**config.mk**
```make
export PLATFORM = sky130hd
export DESIGN_NAME = hex_counter_nd
export DESIGN_NICKNAME = d
export VERILOG_FILES = /design/src/rtl/hex_counter_pkg.sv /design/src/rtl/hex_counter_nd_seg7_decode.sv /design/src/rtl/hex_counter_nd.sv
export SDC_FILE = /design/constraint.sdc
export NUM_CORES = 1
export LEC_CHECK = 0
export BUFFER_PORTS_ARGS = -buffer_cell sky130_fd_sc_hd__buf_2
export CORE_MARGIN = 2
export CORE_UTILIZATION = 32
export DETAILED_ROUTE_END_ITERATION = 7
export PLACE_DENSITY = 0.54
export SLEW_MARGIN = 10
export SYNTH_ARGS = -nofsm -noshare
export SYNTH_HDL_FRONTEND = slang
export SYNTH_SLANG_ARGS = --single-unit
```
**constraint.sdc**
```tcl
create_clock -name clk -period 4.5 [get_ports clk]
set_input_delay 0.9 -clock clk [delete_from_list [all_inputs] [get_ports clk]]
set_output_delay 0.9 -clock clk [all_outputs]
set_load 0.05 [all_outputs]
```
**src/rtl/hex_counter_pkg.sv**
```systemverilog
// Shared constants for the hex counter/display slice: segment width,
// blank pattern and the active-low seven-segment glyph table.
package hex_counter_pkg;

  localparam int unsigned SEG_W = 7;
  localparam logic [SEG_W-1:0] SEG_BLANK = 7'b1111111;

  // Active-low, bit0 = a ... bit6 = g; index is the nibble value 0-F.
  localparam logic [SEG_W-1:0] SEG7_GLYPH [16] = '{
    7'b1000000, 7'b1111001, 7'b0100100, 7'b0110000,
    7'b0011001, 7'b0010010, 7'b0000010, 7'b1111000,
    7'b0000000, 7'b0010000, 7'b0001000, 7'b0000011,
    7'b1000110, 7'b0100001, 7'b0000110, 7'b0001110
  };

  function automatic logic [SEG_W-1:0] seg7_glyph(input logic [3:0] nib);
    return SEG7_GLYPH[nib];
  endfunction

endpackage

```
**src/rtl/hex_counter_nd_seg7_decode.sv**
```systemverilog
// Single-digit nibble to active-low seven-segment decoder with a blank override.
module seg7_decode
  import hex_counter_pkg::*;
(
  input  logic [3:0]       i_nib,
  input  logic             i_blank,
  output logic [SEG_W-1:0] o_seg
);

  assign o_seg = i_blank ? SEG_BLANK : seg7_glyph(i_nib);

endmodule

```
**src/rtl/hex_counter_nd.sv**
```systemverilog
// N-digit modulo up/down counter with parallel load, terminal count and
// seven-segment outputs. Define HEX_COUNTER_BLANK_EN for leading-zero blanking.
module hex_counter_nd
  import hex_counter_pkg::*;
#(
  parameter int unsigned     DIGITS  = 2,
  parameter longint unsigned MODULUS = 64'd1 << (4 * DIGITS)
) (
  input  logic                    clk,
  input  logic                    clr,
  input  logic                    en,
  input  logic                    up,
  input  logic                    load,
  input  logic [4*DIGITS-1:0]     load_val,
  output logic [4*DIGITS-1:0]     count,
  output logic                    tc,
  output logic [SEG_W*DIGITS-1:0] hex
);

  localparam int unsigned W = 4 * DIGITS;
  localparam logic [W-1:0] MAX_VAL = W'(MODULUS - 64'd1);

  logic [W-1:0]      r_count;
  logic [W-1:0]      w_load_clamped;
  logic              w_at_max;
  logic              w_at_zero;
  logic [DIGITS-1:0] w_blank;

  // Compare in 64 bits so MODULUS = 2**W never truncates to zero.
  assign w_load_clamped = (64'(load_val) < MODULUS) ? load_val : MAX_VAL;
  assign w_at_max       = (r_count == MAX_VAL);
  assign w_at_zero      = (r_count == '0);

  always_ff @(posedge clk) begin
    if (clr) begin
      r_count <= '0;
    end else if (load) begin
      r_count <= w_load_clamped;
    end else if (en) begin
      if (up) begin
        r_count <= w_at_max ? '0 : r_count + W'(1);
      end else begin
        r_count <= w_at_zero ? MAX_VAL : r_count - W'(1);
      end
    end
  end

  assign count = r_count;
  assign tc    = en & ~load & ~clr & (up ? w_at_max : w_at_zero);

  for (genvar i = 0; i < int'(DIGITS); i++) begin : g_digit
`ifdef HEX_COUNTER_BLANK_EN
    if (i == 0) begin : g_lsd
      assign w_blank[i] = 1'b0;
    end else begin : g_upper
      // Blank when this nibble and everything above it is zero.
      assign w_blank[i] = (r_count[W-1:4*i] == '0);
    end
`else
    assign w_blank[i] = 1'b0;
`endif

    seg7_decode u_seg (
      .i_nib   (r_count[4*i +: 4]),
      .i_blank (w_blank[i]),
      .o_seg   (hex[SEG_W*i +: SEG_W])
    );
  end

endmodule
```
Word level (Yosys, flattened, before mapping)

Memories as Yosys holds them, arrays and structs flattened.
Index checks and enable logic that the tools add are counted.

Output and inout bits: 23
Memories kept: 2
Input port bits: 13
ROM bits: 224
Flip-flop bits (word level): 8
RAM bits: 0
Latch bits: 0
Logic and storage cells: 27

Shifts and indexed selects: 0
Reduce and logical (&&, ||, !) cells: 2
$lt $le $gt $ge: 2
Multipliers: 0
Bitwise operators: 7
Add/subtract/negate cells: 2
Mux-type cells: 10
Equal/unequal tests: 1
Div/mod/pow operators: 0

Memories:

| memory           | depth | width | rd ports | clocked after memory_dff | wr ports | RTL line              | RTL |
|---|---|---|---|---|---|---|---|
| (name not given) | 16    | 7     | 1        | 0                        | 0        | hex_counter_pkg.sv:17 | `return SEG7_GLYPH[nib];` |
| (name not given) | 16    | 7     | 1        | 0                        | 0        | hex_counter_pkg.sv:17 |  |

Operator list:

| cell                  | count |
|---|---|
| $mux W8               | 5 |
| $mux W7               | 4 |
| $ge A5 B5 Y1 const B  | 2 |
| $not A4 Y5            | 2 |
| $add A8 B1 Y8 const B | 1 |
| $eq A8 B8 Y1 const B  | 1 |
| $logic_not A8 Y1      | 1 |
| $sub A8 B1 Y8 const B | 1 |
| $and A1 B1 Y1         | 3 |
| $not A1 Y1            | 2 |
| $reduce_bool A2 Y1    | 1 |
| $mux W1               | 1 |

Longest topological paths before layout

Word-level depth: 5
Gate-level depth with buffers: 8
Depth with buffers taken out: 7

Cells and area by module

A second synthesis with hierarchy kept.

Cells, all modules: 179
Area, all modules: 1411.4 um^2

By module, submodules not included:

| module         | area an instance (um^2) | cells each | times used | seq. area each (um^2) |
|---|---|---|---|---|
| hex_counter_nd | 813.3                   | 109        | 1          | 160.2 |
| seg7_decode    | 299.0                   | 35         | 2          | 0.0 |

Worst setup path before layout

No wires, ideal clock.

Path kind: reg-to-output
Start point: register r_count[5], in the netlist count[5]
End point: output port hex[12]
Cell stages (with the launch flop): 6
Buffers on the path: 1
Path slack: 0.972 ns
Arrival: 2.628 ns
Data required time: 3.600 ns
Path through: dfxtp_1 -> clkbuf_1 -> inv_1 -> ha_1 -> o21a_1 -> o21ai_0

Cells in the longest elaborated chain, start to end: 4

RTL lines:

| what                                       | RTL line              | RTL |
|---|---|---|
| start, declared                            | hex_counter_nd.sv:23  | `logic [W-1:0] r_count;` |
| start signal, assigned                     | hex_counter_nd.sv:38  | `r_count <= w_load_clamped;` |
| start signal, assigned                     | hex_counter_nd.sv:41  | `r_count <= w_at_max ? '0 : r_count + W'(1);` |
| start signal, assigned                     | hex_counter_nd.sv:43  | `r_count <= w_at_zero ? MAX_VAL : r_count - W'(1);` |
| $not A4 Y5 (implied by the code)           | hex_counter_pkg.sv:17 |  |
| $mem_v2 Z16 W7                             | --                    |  |
| $mux W7 (implied by the code) (2 in a row) | hex_counter_pkg.sv:17 |  |
| end, declared                              | hex_counter_nd.sv:17  | `output logic [SEG_W*DIGITS-1:0] hex` |

Every way passes these cells. The select of a mux whose other input is x is not followed.

Worst setup path after layout

Start point: register r_count[3], in the netlist count[3]
End point: output port tc

Cells in the longest elaborated chain, start to end: 3
Elaborated cells on any way between the ends: 4
Those cells by class: eq/ne (1); mux (1); bitwise (1); reduce/logical (1)

RTL lines:

| what                                             | RTL line                                   | RTL |
|---|---|---|
| $eq A8 B8 Y1 or $logic_not A8 Y1 (tied branches) | hex_counter_nd.sv:31, hex_counter_nd.sv:32 |  |
| $mux W1 *                                        | hex_counter_nd.sv:49                       | `assign tc = en & ~load & ~clr & (up ? w_at_max : w_at_zero);` |
| $and A1 B1 Y1 *                                  | hex_counter_nd.sv:49                       |  |
| end, declared                                    | hex_counter_nd.sv:16                       | `output logic tc,` |

Mark *: on every way between the ends. The rest lies on a longest branch, timed or not.

==> impl_metrics.tcl <==
set metrics [dict create \
    fmax_mhz 318 \
    cp_max_fo 21 \
    setup_tns_ps 0 \
    ys_seq_area_share_pct 13.0 \
    min_delay_path_depth 2 \
    cts_resized 0 \
    hp-class "reg -> reg" \
    cap_violations 0 \
    end_kind "output pin" \
    power_frac_seq_pct 24.9 \
    max_slew_margin_pct 45.8 \
    finalSetupViolCount 0 \
    synthesis.area_um2 1230 \
    worst_hold_path.endpoint "count[5]" \
    p_clk_share_pct 21.4 \
    worstPathArrival_ps 2240 \
    async_flop_share_pct 0 \
    finalCritPeriodShare_pct 69.8 \
    postRouteAntennaNets 0 \
    ir_drop_mv 0.141 \
    grt_usage_pct 16.5 \
    drt-vias-per-instance 5.63 \
    drive_gt1_share_pct 25.4 \
    post_cts_buffers 0 \
    crit_type "reg -> out" \
    switchingPower_mw 0.209 \
    rows 22 \
    worst_slew_pin_slew_ps 812 \
    ys.flop_type "dfxtp_1" \
    die_area_um2 4350 \
    worst_slack_ps 1360 \
    power_mw 0.410 \
    hold_violations 0 \
    reg2reg_from "count[4]" \
    fillers 402 \
    io_pins 36 \
    status "finished, final reports clean" \
    holdBufCountCts 0 \
    hp-start "count[5]" \
    grt_pass1_vias 1182 \
    dr.pass1.iters 4 \
    power_density_nw_per_um2 284 \
    p_int_mw 0.200 \
    fin_area_um2 1440 \
    period_minus_slack_ps 3140 \
    chipWidth_um 66.0 \
    drc 0 \
    cts_sinks 8 \
    drt_iter0_drc 95 \
    p_sw_share_pct 51.1 \
    synthCells 168 \
    clkLatencyLatePin_ps 240 \
    grt_overflow 0 \
    placed_area_um2 1400 \
    start_util_pct 33.3 \
    final_util_pct 39.1 \
    wirelength_um 3590 \
    p_leak_nw 0.639 \
    pwr-share-comb_pct 53.6 \
    reg2reg_depth 5 \
    syn_nets 193 \
    portBuffers 35 \
    skew_ps 6.75 \
    yosys_warnings 0 \
    antenna_found_initial 0 \
    nNetsFinal 220 \
    hpwl_um 2590 \
    syn_area_per_cell_um2 7.31 \
    critPathRequiredTime_ps 3600 \
    r2r_slack_ps 2420 \
    place_ws_ps 1610 \
    cts_made_buffers 3 \
    ctsHtreeMaxLevel 1 \
    synth_edf_count 0 \
    slew_viol_final 0 \
    cts_max_path_buffers 2 \
    grt_max_degree 24 \
    largest_reg_flops 8 \
    crit_start "count[3]" \
    vias 1356 \
    ys_ff_latch 8 \
    clkTransAtPathRegs_ps 40 \
    cts_tree "done" \
    area_growth_pct 17.4 \
    num_antenna_cells 0 \
    wl_per_cell_um 14.9 \
    routabilityCongestion 0.938 \
    ys_types 53 \
    grt_setup_unrepaired "no" \
    start_kind "register" \
    core_um2 3690 \
    reg2reg_to "count[0]" \
    cts.root.buffer_cell "clkbuf_8" \
    die_height_um 66.0 \
    grt_first_pass_wirelength_um 5680 \
]
## Yosys cell counts, types with 4 or more instances
library cell / instances / area share [%]
nand3_1: 8 / 3.3
buf_2: 5 / 2.0
dfxtp_1: 8 / 13
and3_1: 4 / 2.0
nor3_1: 4 / 1.6
nor2_1: 11 / 3.4
a31oi_1: 5 / 2.5
o21ai_0: 12 / 4.9
clkbuf_1: 5 / 1.5
nand2_1: 12 / 3.7
inv_1: 11 / 3.4
a21oi_1: 12 / 4.9
mux2i_1: 4 / 3.3
ha_1: 12 / 12
## area by class of cell
class	count	area, um^2	share of cell area [%]
multi-input cells	136	965	66.9
repair buffers	35	175	12.1
flip-flops and latches	8	160	11.1
well taps	48	60.1	4.16
clock buffers	3	41.3	2.86
inverters	11	41.3	2.86
## placed cells by master (no fill, tap or decap), types with 5 or more instances in the layout
cell / count
buf_2: 35
nand2_1: 12
o21ai_0: 12
a21oi_1: 12
ha_1: 12
inv_1: 11
nor2_1: 11
nand3_1: 8
dfxtp_1: 8
a31oi_1: 5
## worst max-delay path by stage
stage	end
global route	tc
global placement	tc
floorplan	hex[12]
CTS	tc
finish	tc
detailed placement	tc
## power groups by stage
stage                     registers, mW  logic [mW]  clock network, mW
after CTS                         0.102       0.220             0.0875
after detailed placement          0.103       0.219                  0
final                             0.102       0.220             0.0879
after global placement            0.102       0.218                  0
after global routing              0.105       0.236             0.0910
after floorplan                   0.105       0.169                  0
## layer usage
metal | share of wire [%] | vias up | track usage [%]
li1 | - | 672 | -
met1 | 47 | 618 | 23.6
met2 | 45 | 62 | 26.1
met3 | 7.3 | 4 | 1.19
met4 | 1.1 | 0 | 5.36
met5 | 0 | - | 0
## logic make-up after synthesis
logic type | share of synthesized area (%)
DFF | 13.0
buffers and inverters | 8.45
AOI/OAI and AO/OA | 31.9
adders and majority gates | 12.2
and+or+nand+nor | 27.7
muxes | 6.01
xor gates and xnor gates | 0.713
## per-stage QoR
step | hold slack [ps] | instances
after detailed placement | 774 | 238
after floorplan | 912 | 168
final | 778 | 241
after global routing | 850 | 241
after CTS | 778 | 241
after global placement | 756 | 238
## worst max-delay path, stage by stage (launching register included)
cell	delay, ps
dfxtp_1	820
and3_1	320
and4_4	270
nand2_2	90
o21ai_0	90
and2_1	150
buf_2	260
Power figures use the tool's default switching activity.
